## config.mk

```make
export PLATFORM = sky130hd
export DESIGN_NAME = pipelined_cla_addsub_flat
export DESIGN_NICKNAME = d
export VERILOG_FILES = /design/src/rtl/pipelined_cla_addsub_if.sv /design/src/rtl/pipelined_cla_addsub.sv /design/src/flat_wrapper.sv
export SDC_FILE = /design/constraint.sdc
export NUM_CORES = 1
export LEC_CHECK = 0
export BUFFER_PORTS_ARGS = -buffer_cell sky130_fd_sc_hd__buf_2
export CAP_MARGIN = 40
export CORE_MARGIN = 5
export CORE_UTILIZATION = 53
export CTS_CLUSTER_SIZE = 28
export DETAILED_ROUTE_END_ITERATION = 12
export GPL_TIMING_DRIVEN = 1
export PLACE_DENSITY = 0.76
export SYNTH_ARGS = -nofsm -noshare
export SYNTH_HDL_FRONTEND = slang
export SYNTH_SLANG_ARGS = --single-unit
```

## constraint.sdc

```tcl
create_clock -name clk -period 1.7 [get_ports clk]
set_input_delay 0.34 -clock clk [delete_from_list [all_inputs] [get_ports clk]]
set_output_delay 0.34 -clock clk [all_outputs]
set_load 0.02 [all_outputs]
```

## src/rtl/pipelined_cla_addsub_if.sv

```systemverilog
// Operand/result handshake bundle for the pipelined CLA adder/subtractor.
// master = operand source / result sink, slave = the adder.
interface pipelined_cla_addsub_if #(
  parameter int N = 16
);
  logic         in_valid;
  logic         in_ready;
  logic [N-1:0] A;
  logic [N-1:0] B;
  logic         cin;
  logic         op;
  logic         out_valid;
  logic         out_ready;
  logic [N-1:0] Sum;
  logic         cout;
  logic         ovf;
  logic         zero;

  modport master (
    output in_valid, A, B, cin, op, out_ready,
    input  in_ready, out_valid, Sum, cout, ovf, zero
  );

  modport slave (
    input  in_valid, A, B, cin, op, out_ready,
    output in_ready, out_valid, Sum, cout, ovf, zero
  );
endinterface

```

## src/rtl/pipelined_cla_addsub.sv

```systemverilog
// Pipelined carry-lookahead adder/subtractor: one BLOCK-bit lookahead group per
// stage, operands skewed through the pipe, valid/ready with full backpressure.

module cla_group #(
  parameter int W = 4
) (
  input  logic [W-1:0] a,
  input  logic [W-1:0] b,
  input  logic         ci,
  output logic [W-1:0] s,
  output logic         co
);
  logic [W-1:0] p, g, c;
  logic         grp_g, grp_p;

  // Every carry is a flat sum of products of g/p/ci; no carry feeds another.
  always_comb begin
    logic run_p, acc;
    p    = a ^ b;
    g    = a & b;
    c    = '0;
    c[0] = ci;
    for (int i = 0; i < W - 1; i++) begin
      acc   = 1'b0;
      run_p = 1'b1;
      for (int j = i; j >= 0; j--) begin
        acc   = acc | (g[j] & run_p);
        run_p = run_p & p[j];
      end
      c[i+1] = acc | (run_p & ci);
    end
    acc   = 1'b0;
    run_p = 1'b1;
    for (int j = W - 1; j >= 0; j--) begin
      acc   = acc | (g[j] & run_p);
      run_p = run_p & p[j];
    end
    grp_g = acc;
    grp_p = run_p;
    s     = p ^ c;
    co    = grp_g | (grp_p & ci);
  end
endmodule

module pipelined_cla_addsub #(
  parameter int N     = 16,
  parameter int BLOCK = 4
) (
  input  logic                   clk,
  input  logic                   reset_n,
  pipelined_cla_addsub_if.slave  bus
);
  localparam int STAGES = N / BLOCK;

  logic              en;
  logic [STAGES:0]   vld_pipe_d, vld_pipe_q;
  logic [N-1:0]      in_a_d, in_a_q, in_b_d, in_b_q;
  logic              in_c_d, in_c_q;
  logic [N-1:0]      sum_d, sum_q;
  logic              cout_d, cout_q, ovf_d, ovf_q, zero_d, zero_q;

  assign en            = ~vld_pipe_q[STAGES] | bus.out_ready;
  assign bus.in_ready  = en;
  assign bus.out_valid = vld_pipe_q[STAGES];
  assign bus.Sum       = sum_q;
  assign bus.cout      = cout_q;
  assign bus.ovf       = ovf_q;
  assign bus.zero      = zero_q;

  always_comb begin
    vld_pipe_d = vld_pipe_q;
    if (en) vld_pipe_d = {vld_pipe_q[STAGES-1:0], bus.in_valid};
  end

  // Subtract folds into add: A + ~B + ~cin.
  always_comb begin
    in_a_d = in_a_q;
    in_b_d = in_b_q;
    in_c_d = in_c_q;
    if (en & bus.in_valid) begin
      in_a_d = bus.A;
      in_b_d = bus.op ? ~bus.B : bus.B;
      in_c_d = bus.op ^ bus.cin;
    end
  end

  always_ff @(posedge clk or negedge reset_n) begin
    if (!reset_n) begin
      vld_pipe_q <= '0;
      in_a_q     <= '0;
      in_b_q     <= '0;
      in_c_q     <= 1'b0;
      sum_q      <= '0;
      cout_q     <= 1'b0;
      ovf_q      <= 1'b0;
      zero_q     <= 1'b0;
    end else begin
      vld_pipe_q <= vld_pipe_d;
      in_a_q     <= in_a_d;
      in_b_q     <= in_b_d;
      in_c_q     <= in_c_d;
      sum_q      <= sum_d;
      cout_q     <= cout_d;
      ovf_q      <= ovf_d;
      zero_q     <= zero_d;
    end
  end

  for (genvar k = 0; k < STAGES; k++) begin : stg
    localparam int LO  = k * BLOCK;
    localparam int REM = N - LO;

    logic [REM-1:0]      src_a, src_b;
    logic                src_c, ld, c_out;
    logic [BLOCK-1:0]    s_grp;
    logic [LO+BLOCK-1:0] sum_cat;

    assign ld = en & vld_pipe_q[k];

    if (k == 0) begin : g_src
      assign src_a   = in_a_q;
      assign src_b   = in_b_q;
      assign src_c   = in_c_q;
      assign sum_cat = s_grp;
    end else begin : g_src
      assign src_a   = stg[k-1].g_reg.a_q;
      assign src_b   = stg[k-1].g_reg.b_q;
      assign src_c   = stg[k-1].g_reg.c_q;
      assign sum_cat = {s_grp, stg[k-1].g_reg.sum_q};
    end

    cla_group #(.W(BLOCK)) u_grp (
      .a  (src_a[BLOCK-1:0]),
      .b  (src_b[BLOCK-1:0]),
      .ci (src_c),
      .s  (s_grp),
      .co (c_out)
    );

    if (k < STAGES - 1) begin : g_reg
      logic [REM-BLOCK-1:0] a_d, a_q, b_d, b_q;
      logic [LO+BLOCK-1:0]  sum_d, sum_q;
      logic                 c_d, c_q;

      always_comb begin
        a_d   = a_q;
        b_d   = b_q;
        c_d   = c_q;
        sum_d = sum_q;
        if (ld) begin
          a_d   = src_a[REM-1:BLOCK];
          b_d   = src_b[REM-1:BLOCK];
          c_d   = c_out;
          sum_d = sum_cat;
        end
      end

      always_ff @(posedge clk or negedge reset_n) begin
        if (!reset_n) begin
          a_q   <= '0;
          b_q   <= '0;
          c_q   <= 1'b0;
          sum_q <= '0;
        end else begin
          a_q   <= a_d;
          b_q   <= b_d;
          c_q   <= c_d;
          sum_q <= sum_d;
        end
      end
    end else begin : g_out
      // Carry into the MSB is recovered as s^a^b at that bit.
      always_comb begin
        sum_d  = sum_q;
        cout_d = cout_q;
        ovf_d  = ovf_q;
        zero_d = zero_q;
        if (ld) begin
          sum_d  = sum_cat;
          cout_d = c_out;
          ovf_d  = s_grp[BLOCK-1] ^ src_a[BLOCK-1] ^ src_b[BLOCK-1] ^ c_out;
          zero_d = ~|sum_cat;
        end
      end
    end
  end
endmodule
```

## src/flat_wrapper.sv

```systemverilog
// flat-port wrapper written by rule: the top's interface ports become plain ports
module pipelined_cla_addsub_flat 
#(
  parameter int N     = 16,
  parameter int BLOCK = 4
)
  (clk, reset_n, bus_in_valid, bus_A, bus_B, bus_cin, bus_op, bus_out_ready, bus_in_ready, bus_out_valid, bus_Sum, bus_cout, bus_ovf, bus_zero);
  pipelined_cla_addsub_if #(.N(N)) bus_i ();
  input  logic clk;
  input  logic reset_n;
  input wire logic [$bits(bus_i.in_valid)-1:0] bus_in_valid;
  input wire logic [$bits(bus_i.A)-1:0] bus_A;
  input wire logic [$bits(bus_i.B)-1:0] bus_B;
  input wire logic [$bits(bus_i.cin)-1:0] bus_cin;
  input wire logic [$bits(bus_i.op)-1:0] bus_op;
  input wire logic [$bits(bus_i.out_ready)-1:0] bus_out_ready;
  output wire logic [$bits(bus_i.in_ready)-1:0] bus_in_ready;
  output wire logic [$bits(bus_i.out_valid)-1:0] bus_out_valid;
  output wire logic [$bits(bus_i.Sum)-1:0] bus_Sum;
  output wire logic [$bits(bus_i.cout)-1:0] bus_cout;
  output wire logic [$bits(bus_i.ovf)-1:0] bus_ovf;
  output wire logic [$bits(bus_i.zero)-1:0] bus_zero;
  assign bus_i.in_valid = bus_in_valid;
  assign bus_i.A = bus_A;
  assign bus_i.B = bus_B;
  assign bus_i.cin = bus_cin;
  assign bus_i.op = bus_op;
  assign bus_i.out_ready = bus_out_ready;
  assign bus_in_ready = bus_i.in_ready;
  assign bus_out_valid = bus_i.out_valid;
  assign bus_Sum = bus_i.Sum;
  assign bus_cout = bus_i.cout;
  assign bus_ovf = bus_i.ovf;
  assign bus_zero = bus_i.zero;
  pipelined_cla_addsub #(.N(N), .BLOCK(BLOCK)) u_core (.clk(clk), .reset_n(reset_n), .bus(bus_i));
endmodule
```

* Word-level counts from Yosys, hierarchy flattened *
Index checks and enable logic that the tools add are counted.

word-level totals
  memories kept = 0
  bits in read-only memories = 0
  bits in writable memories = 0
  bits in latches = 0
  input bits = 38
  logic and storage cells = 151
  output and inout bits = 21
  register bits after elaboration = 132

cells by class
  bitwise gates (word level) = 128
  multipliers = 0
  shift operators = 0
  muxes and demuxes = 1
  add/subtract/negate cells = 0
  equality and inequality tests = 0
  $lt $le $gt $ge = 0
  divide/modulo/power cells = 0
  reduce and logical (&&, ||, !) cells = 2

operators with widths
  cell                 count
  1-bit bitwise AND    69
  1-bit OR             41
  4-bit XOR            8
  4-bit bitwise AND    4
  16-bit 2-to-1 mux    1
  16-bit NOT           1
  16-bit OR reduction  1
  1-bit XOR            4
  1-bit logical NOT    1
  1-bit NOT            1

* Logic depth before layout (Yosys ltp) *
Gate-level depths: netlist of the first run.

  word-level depth = 9
  depth in mapped cells = 6
  gate-level depth less buffers = 6

* Hierarchy *
From an unflattened synthesis of the first run, not the netlist that was laid out.

unflattened totals
  cell total of the unflattened synthesis = 400
  area, all modules = 5754.3 um^2

modules (own cells, without submodules)
  module                               times used  area an instance (um^2)  sequential area each (um^2)  cells each
  pipelined_cla_addsub                 1           5175.0                   3303.2                       335
  cla_group (u_core.stg[0].u_grp ...)  2           147.6                    0.0                          17
  cla_group (u_core.stg[2].u_grp)      1           151.4                    0.0                          18
  cla_group (u_core.stg[3].u_grp)      1           132.6                    0.0                          13

* Worst setup path before layout of the first run *
Ideal clock, no wire load.

  kind = reg2reg
  from = reg u_core.stg[2].g_reg.b_q[0]
  to = reg u_core.zero_q, in the netlist u_core.bus.zero
  library setup time = 92 ps
  path buffers = 0
  arrival time = 1630 ps
  stages on the path, launching flop included = 7
  required time = 1608 ps
  period minus slack after synthesis = 1722 ps
  setup slack = -22 ps
  cell sequence = dfrtp_1 fa_1 nor4_1 nand3_1 nor4_1 nand2_1 o31ai_2

RTL lines
  item                        line                         RTL
  from (decl)                 pipelined_cla_addsub.sv:141  logic [REM-BLOCK-1:0] a_d, a_q, b_d, b_q;
  from (signal assigned)      pipelined_cla_addsub.sv:161  b_q <= '0;
  from (signal assigned)      pipelined_cla_addsub.sv:166  b_q <= b_d;
  4-bit XOR                   pipelined_cla_addsub.sv:19   p = a ^ b;
  4-bit XOR                   pipelined_cla_addsub.sv:40   s = p ^ c;
  net u_core.stg[3].s_grp[0]  pipelined_cla_addsub.sv:115  logic [BLOCK-1:0] s_grp;
  16-bit OR reduction         pipelined_cla_addsub.sv:182  zero_d = ~|sum_cat;
  1-bit logical NOT           pipelined_cla_addsub.sv:182
  to (signal assigned)        pipelined_cla_addsub.sv:105  zero_q <= zero_d;
  to (decl)                   pipelined_cla_addsub.sv:60   logic cout_d, cout_q, ovf_d, ovf_q, zero_d, zero_q;

The timed path passes the listed nets, and every way through them passes these cells.
A chain may end at the register's enable or synchronous reset.

* Worst setup path in the final report of the first run *
  from = reg u_core.stg[2].g_reg.b_q[0]
  to = reg u_core.sum_q[15], in the netlist u_core.bus.Sum[15]

on the way
  cells in the longest elaborated chain, start to end = 5

RTL lines
  item                                                   line                                                    RTL
  4-bit bitwise AND / 4-bit XOR (equally long branches)  pipelined_cla_addsub.sv:20, pipelined_cla_addsub.sv:19
  1-bit bitwise AND, on equally long branches            pipelined_cla_addsub.sv:27, pipelined_cla_addsub.sv:28
  1-bit OR / 1-bit bitwise AND (equally long branches)   pipelined_cla_addsub.sv:27, pipelined_cla_addsub.sv:30
  1-bit OR *                                             pipelined_cla_addsub.sv:30                              c[i+1] = acc | (run_p & ci);
  4-bit XOR *                                            pipelined_cla_addsub.sv:40
  to (signal assigned)                                   pipelined_cla_addsub.sv:102                             sum_q <= sum_d;
  to (decl)                                              pipelined_cla_addsub.sv:59                              logic [N-1:0] sum_d, sum_q;

Mark *: on every way between the ends. The rest lies on a longest branch, timed or not.

==> impl_metrics.py, run 1 <==
metrics = {
    "place": {
        "numPortBuffers": 58,
        "place_ws_ns": -0.0839,
        "dp_hpwl_um": 6910,
        "post_dp_cell_area_sq_um": 6170,
        "dpl.cell_count": 610,
        "place_congestion": 0.766,
    },
    "sta": {
        "worst_clock_skew_ns": 0.0178,
        "worstMarginPinSlew_ns": 0.468,
        "clock.fmax_mhz": 560,
        "period_share_pct": 105,
        "period_needed_ns": 1.79,
        "finalWorstSetupSlack_ns": -0.0870,
        "maxSlewViolCount": 0,
        "finalHoldViolCount": 0,
        "rsz0062_at_grt": "yes",
        "max-slew-margin-rel_pct": 68.8,
        "setup-violations-final": 3,
    },
    "worst_setup_path": {
        "worst_setup_path_start_kind": "register",
        "critPathBufInv": 1,
        "worstPathCellList": "ha_1 -> a211oi_2 -> o21ba_4 -> buf_4 -> xnor2_2 -> mux2_4",
        "crit_family": "compound AO/OA/AOI/OAI gates",
        "crit_fanout": 5,
        "path_class": "reg -> reg",
        "worst_path_largest_cell_delay_ns": 0.40,
        "end_kind": "register",
        "cpMaxStageDelayCell": "dfrtp_1",
        "cp.arrival_ns": 2.19,
        "cp.required_ns": 2.10,
    },
    "cts": {
        "numCtsBuffers": 17,
        "cts_tree": "done",
        "htreeDepth": 4,
        "cts_num_sinks": 132,
        "clk_root_buffer_cell": "clkbuf_8",
        "clkSlewWorstSetupHoldPaths_ns": 0.06,
        "clk_latency_ns": 0.52,
        "cts_buffer_depth": 2,
    },
    "synth": {
        "syn_inst": 418,
        "yosysSeqAreaShare_pct": 59.0,
        "ys_ff_latch": 132,
        "ys_warn_count": 0,
        "syn_area_per_cell_sq_um": 13.4,
        "synth_fp_nets": 476,
        "syn_area_sq_um": 5600,
        "yosysUniqueCellTypes": 30,
    },
    "global_route": {
        "grt_pass1_vias": 3528,
        "grt_overflow_total": 0,
        "grt.total_usage_pct": 17.5,
        "grt_max_degree": 58,
        "grt_antenna_before_repair": 0,
        "grt_pass1_wl_um": 17700,
    },
    "detailed_routing": {
        "vias_per_cell": 5.14,
        "first_pass_iters": 4,
        "drt-total-wl_um": 10400,
        "avgRoutedWirePerCell_um": 16.1,
        "vias": 3318,
        "postRouteAntennaNets": 0,
        "drtIter0Drc": 140,
        "route.detailed.drc": 0,
    },
    "die": {
        "io_pins": 59,
        "fp-row-count": 37,
        "core_sq_um": 10300,
        "start_util_pct": 54.2,
        "die_w_um": 113,
        "dieArea_sq_um": 12700,
        "die_h_um": 113,
    },
    "power_and_ir_drop": {
        "p_clk_share_pct": 24.6,
        "p_switching_uw": 4880,
        "p_seq_share_pct": 37.2,
        "p_int_uw": 9740,
        "power_frac_comb_pct": 38.2,
        "leakage_uw": 0.00322,
        "peakVddDrop_v": 0.000876,
        "powerDensity_nw_per_um2": 2130,
        "sw_frac_of_total_pct": 33.4,
    },
    "final_layout": {
        "syn_to_final_growth_pct": 22.5,
        "final_common_cell": "dfrtp_1",
        "final_cell_mix": "dfrtp_1 (132), mux2_2 (90), buf_2 (56)",
        "diodes": 0,
        "final_nets": 554,
        "finalNonFillerCells": 645,
        "final_area_sq_um": 6860,
        "drive_gt1_share_pct": 42.4,
    },
    "hold_path": {
        "min_path_type": "in -> reg",
    },
    "run_status": {
        "failed_checks": "setup timing",
        "status": "finished with violations",
    },
    "job": {
        "maxCapViolCount": 0,
    },
}
worst register-to-register path: cells and delay by family, from the launching register on:
kind	cells	cell delay, ns
buffers and inverters	1	0.13
adder cells (fa/ha/maj)	1	0.31
multiplexers	1	0.27
AO/OA/AOI/OAI	2	0.49
flip-flops	1	0.40
XOR/XNOR	1	0.07
power groups by stage:
| stage | registers (uW) | clock network [uW] | logic [uW] |
|---|---|---|---|
| 2_1_floorplan | 5410 | 0 | 3580 |
| 3_3_place_gp | 5370 | 0 | 4920 |
| 3_5_place_dp | 5470 | 0 | 5130 |
| 4_1_cts | 5450 | 3640 | 5340 |
| 5_1_grt | 5610 | 3800 | 6180 |
| 6_report | 5440 | 3590 | 5590 |
cells in the mapped netlist:
master    count  area, sq um
xor2_1        6         52.6
mux2_2       91         1020
xnor2_1      25          219
a21o_1        3         22.5
ha_1         16          200
o21bai_1      4         30.0
fa_1          4         80.1
nand2_1      44          165
buf_2         7         35.0
dfrtp_1     132         3300
nand2_2       2         12.5
o31ai_2       1         12.5
nor4_1        2         12.5
clkbuf_1      5         18.8
nand3_1       2         10.0
nand2b_1      1         6.26
a211oi_1      3         22.5
nor3_1        1         5.00
o31ai_1       1         7.51
inv_1        13         48.8
or4_1         1         7.51
a211oi_2      1         12.5
inv_2         1         3.75
buf_4         5         37.5
o21ai_0      31          155
o21ba_4       1         16.3
nor2_1        4         15.0
a21oi_1       9         45.0
and2b_1       1         7.51
o211a_1       1         10.0
cells by family (layout without fill, tap and decap cells):
| logic type | Yosys count | count (layout) | synth area share [%] |
|---|---|---|---|
| multiplexers | 91 | 91 | 18.3 |
| XOR/XNOR | 31 | 31 | 4.85 |
| flip-flops | 132 | 132 | 59.0 |
| AO/OA/AOI/OAI | 55 | 55 | 5.97 |
| buffers and inverters | 31 | 122 | 2.57 |
| AND/OR/NAND/NOR | 58 | 58 | 4.31 |
| adder cells (fa/ha/maj) | 20 | 20 | 5.01 |
registers in the layout, summed over array words and instances (netlist names):
signal / count
u_core.in_c_q: 1
u_core.stg.g_reg.c_q: 3
u_core.stg.g_reg.a_q: 24
u_core.in_b_q: 16
u_core.bus.cout: 1
u_core.stg.g_reg.b_q: 24
u_core.bus.Sum: 16
u_core.in_a_q: 16
u_core.bus.ovf: 1
u_core.bus.zero: 1
u_core.vld_pipe_q: 5
u_core.stg.g_reg.sum_q: 24
area by class of cell:
cell class / count / area, sq um
clock inverters: 13 / 159
well taps: 136 / 170
inverters: 14 / 52.6
clock buffers: 19 / 432
flip-flops and latches: 132 / 3300
multi-input cells: 255 / 2220
repair buffers: 76 / 520
fillers: 712 / 3460
stage by stage:
stage / TNS [ns] / total power (uW) / util (%) / hold slack (ns)
2_1_floorplan: 0 / 9000 / - / 0.0444
3_3_place_gp: -0.0400 / 10300 / 59.8 / 0.255
3_5_place_dp: -0.108 / 10600 / 59.8 / 0.260
4_1_cts: -0.0690 / 14400 / 65.8 / 0.0402
5_1_grt: -0.576 / 15600 / 66.5 / 0.0384
6_report: -0.160 / 14600 / 66.5 / 0.0538
path summary, 6_finish.rpt:
path	startpoint	to	slack (ns)	cells past startpoint
setup / recovery	u_core.stg[2].g_reg.b_q[0]	u_core.bus.Sum[15]	-0.09	6
hold / removal	bus_A[13]	u_core.in_a_q[13]	0.05	2
setup reg to reg	u_core.stg[2].g_reg.b_q[0]	u_core.bus.Sum[15]	-0.09	6
hold reg to reg	u_core.bus.zero	u_core.bus.zero	0.48	2
max in group asynchronous	reset_n	u_core.bus.Sum[10]	0.84	3
min in group asynchronous	reset_n	u_core.stg[1].g_reg.b_q[3]	0.26	2
layer usage:
metal | global-route usage, % | wire, um
met1 | 23.4 | 4740
met2 | 27.8 | 5090
met3 | 4.22 | 416
met4 | 6.73 | 163
met5 | 0 | 0
timing repair:
item,in CTS,in global routing
buffers inserted,1,1
pin swaps,3,4
endpoints found under the setup margin,5,10
endpoints found under the hold margin,20,0
gates resized for setup,3,12
hold buffers,1,0
Note: power is estimated with default switching activity, not from simulation.
==> inputs of run 2 (changes only) <==
ABC_AREA = 1   (was not set)
==> impl_metrics.py, run 2 <==
metrics = {
    "detailed_routing": {
        "drtIter0Drc": 247,
        "avgRoutedWirePerCell_um": 12.7,
        "vias_per_cell": 4.90,
        "first_pass_iters": 4,
        "drt-total-wl_um": 11000,
        "vias": 4216,
        "postRouteAntennaNets": 0,
        "route.detailed.drc": 0,
    },
    "synth": {
        "yosysSeqAreaShare_pct": 57.4,
        "yosysUniqueCellTypes": 30,
        "async_reset_ff_share_pct": 100,
        "synth.largest_area_cell": "dfrtp_1",
        "ys_warn_count": 0,
        "syn_area_per_cell_sq_um": 9.20,
        "synth_edf_count": 0,
        "syn_area_sq_um": 5750,
        "synth_fp_nets": 683,
        "syn_inst": 625,
        "yosysMostFrequentCell": "nand2_1",
        "synth_top_area_share_pct": 57.4,
        "ys_ff_latch": 132,
        "synth_common_cells": "nand2_1 (277), dfrtp_1 (132), o21ai_0 (55), inv_1 (36), xnor2_1 (19)",
        "synthTopCellsByArea": "dfrtp_1 (57%), nand2_1 (18%), o21ai_0 (4.8%), ha_1 (3.5%), xnor2_1 (2.9%)",
        "dominantRegCellSynth": "dfrtp_1",
    },
    "sta": {
        "maxSlewViolCount": 0,
        "period_share_pct": 95.7,
        "worst_clock_skew_ns": 0.00577,
        "tns_ns": 0,
        "period_needed_ns": 1.63,
        "finalWorstSetupSlack_ns": 0.0729,
        "finalHoldViolCount": 0,
        "clock.fmax_mhz": 615,
        "setup-violations-final": 0,
        "max-slew-margin-rel_pct": 65.8,
        "worstMarginPinSlew_ns": 0.513,
        "rsz0062_at_grt": "yes",
    },
    "job": {
        "maxCapViolCount": 0,
    },
    "worst_setup_path": {
        "r2r_setup_slack_ns": 0.11,
        "path_class": "reg -> out",
        "crit_fanout": 2,
        "end_kind": "output port",
        "cp.arrival_ns": 1.29,
        "reg2reg_from": "u_core.stg[2].g_reg.b_q[0]",
        "worst_setup_path_start_kind": "register",
        "reg2reg_depth": 8,
        "worstReg2RegEnd": "u_core.bus.zero",
        "cp.required_ns": 1.36,
    },
    "die": {
        "core_sq_um": 10700,
        "die_h_um": 114,
        "die_w_um": 114,
        "dieArea_sq_um": 13000,
        "start_util_pct": 53.5,
        "fp-row-count": 38,
        "io_pins": 59,
    },
    "cts": {
        "clk_latency_ns": 0.52,
        "numCtsBuffers": 17,
        "clk_root_buffer_cell": "clkbuf_8",
        "clkSlewWorstSetupHoldPaths_ns": 0.06,
        "cts_buffer_depth": 2,
        "htreeDepth": 4,
        "cts_tree": "done",
        "cts_num_sinks": 132,
    },
    "hold_path": {
        "min_path_type": "in -> reg",
        "hold_end": "u_core.in_a_q[2]",
        "hp-start": "bus_A[2]",
        "worstHoldPathCells": 3,
    },
    "run_status": {
        "status": "completed",
    },
    "global_route": {
        "met1_usage_pct": 24.8,
        "top_usage_layer": "met2",
        "grt.total_usage_pct": 18.7,
        "grt_util_met2_pct": 29.4,
        "grt_antenna_before_repair": 0,
        "met3_usage_pct": 4.60,
        "grt_max_degree": 43,
        "grt_overflow_total": 0,
        "grt_pass1_wl_um": 19400,
        "grt_pass1_vias": 4306,
    },
    "place": {
        "place_congestion": 0.801,
        "place_ws_ns": 0.0341,
        "dp_hpwl_um": 7750,
        "numPortBuffers": 58,
    },
    "final_layout": {
        "diodes": 0,
        "final_cell_mix": "nand2_1 (275), dfrtp_1 (132), buf_2 (57)",
        "final_nets": 765,
        "final_util_pct": 64.8,
        "largestRegisters": "u_core.stg.g_reg.a_q: 24 flops, u_core.stg.g_reg.b_q: 24 flops, u_core.stg.g_reg.sum_q: 24 flops",
        "final_common_cell": "nand2_1",
        "drive_gt1_share_pct": 17.2,
        "syn_to_final_growth_pct": 21.0,
    },
    "power_and_ir_drop": {
        "leakage_uw": 0.00365,
        "powerDensity_nw_per_um2": 1900,
        "peakVddDrop_v": 0.00108,
        "p_total_uw": 13200,
    },
}
## run 2: stage by stage
stage          cell area [sq um]  instances  hold WS (ns)
2_1_floorplan               5750        625        0.0444
3_3_place_gp                6200        813         0.341
3_5_place_dp                6200        813         0.344
4_1_cts                     6930        859      0.000397
5_1_grt                     6960        860        0.0187
6_report                    6960        860        0.0245
## run 2: where the power goes
group	internal, uW	switching, uW
sequential	4420	732
combinational	1690	2760
clock	2240	1380
total	8350	4880
## run 2: worst max-delay path by stage
| stage | startpoint | endpoint | cells past startpoint |
|---|---|---|---|
| after floorplan | u_core.stg[2].g_reg.b_q[2] | u_core.bus.ovf | 10 |
| after global placement | u_core.stg[2].g_reg.b_q[0] | u_core.bus.zero | 8 |
| after detailed placement | u_core.stg[2].g_reg.b_q[2] | u_core.bus.ovf | 10 |
| after CTS | u_core.stg[2].g_reg.b_q[2] | u_core.bus.ovf | 10 |
| after global routing | u_core.stg[2].g_reg.b_q[0] | u_core.bus.zero | 8 |
| final | u_core.vld_pipe_q[4] | bus_in_ready | 3 |
## run 2: per-layer routing
layer / vias to the layer above / routed length [um] / part of all wire (%)
met1: 1980 / 5160 / 47
met2: 92 / 5080 / 46
met3: 21 / 500 / 4.6
met4: 0 / 207 / 1.9
li1: 2123 / - / -
met5: - / 0 / 0
## run 2: logic make-up (layout without fill, tap and decap cells)
| group | after synthesis | in the layout | share of synthesized area [%] |
|---|---|---|---|
| and+or+nand+nor | 315 | 315 | 21.9 |
| adders and majority gates | 20 | 20 | 4.87 |
| DFF | 132 | 132 | 57.4 |
| buffers and inverters | 66 | 161 | 6.13 |
| AOI/OAI and AO/OA | 69 | 69 | 6.15 |
| xor gates and xnor gates | 23 | 23 | 3.50 |
## run 2: timing repair
| item | 4_1_cts | 5_1_grt |
|---|---|---|
| pin swaps | 1 | 0 |
| hold buffers | 13 | 0 |
| setup endpoints to repair | 1 | 2 |
| endpoints found under the hold margin | 45 | 0 |
| setup buffers | 1 | 1 |
| gates resized for setup | 2 | 5 |
## run 2: area by class of cell
| cell class | count | area (sq um) |
|---|---|---|
| timing repair buffer | 88 | 601 |
| clock buffer | 17 | 414 |
| tap | 140 | 175 |
| clock inverter | 15 | 180 |
| multi-input combinational | 427 | 2120 |
| fill | 845 | 3780 |
| sequential | 132 | 3300 |
| inverter | 41 | 166 |
## run 2: worst max-delay path, stage by stage, from the launching register on
cell,delay [ns]
dfrtp_1,0.33
inv_1,0.04
or2_4,0.24
buf_2,0.16
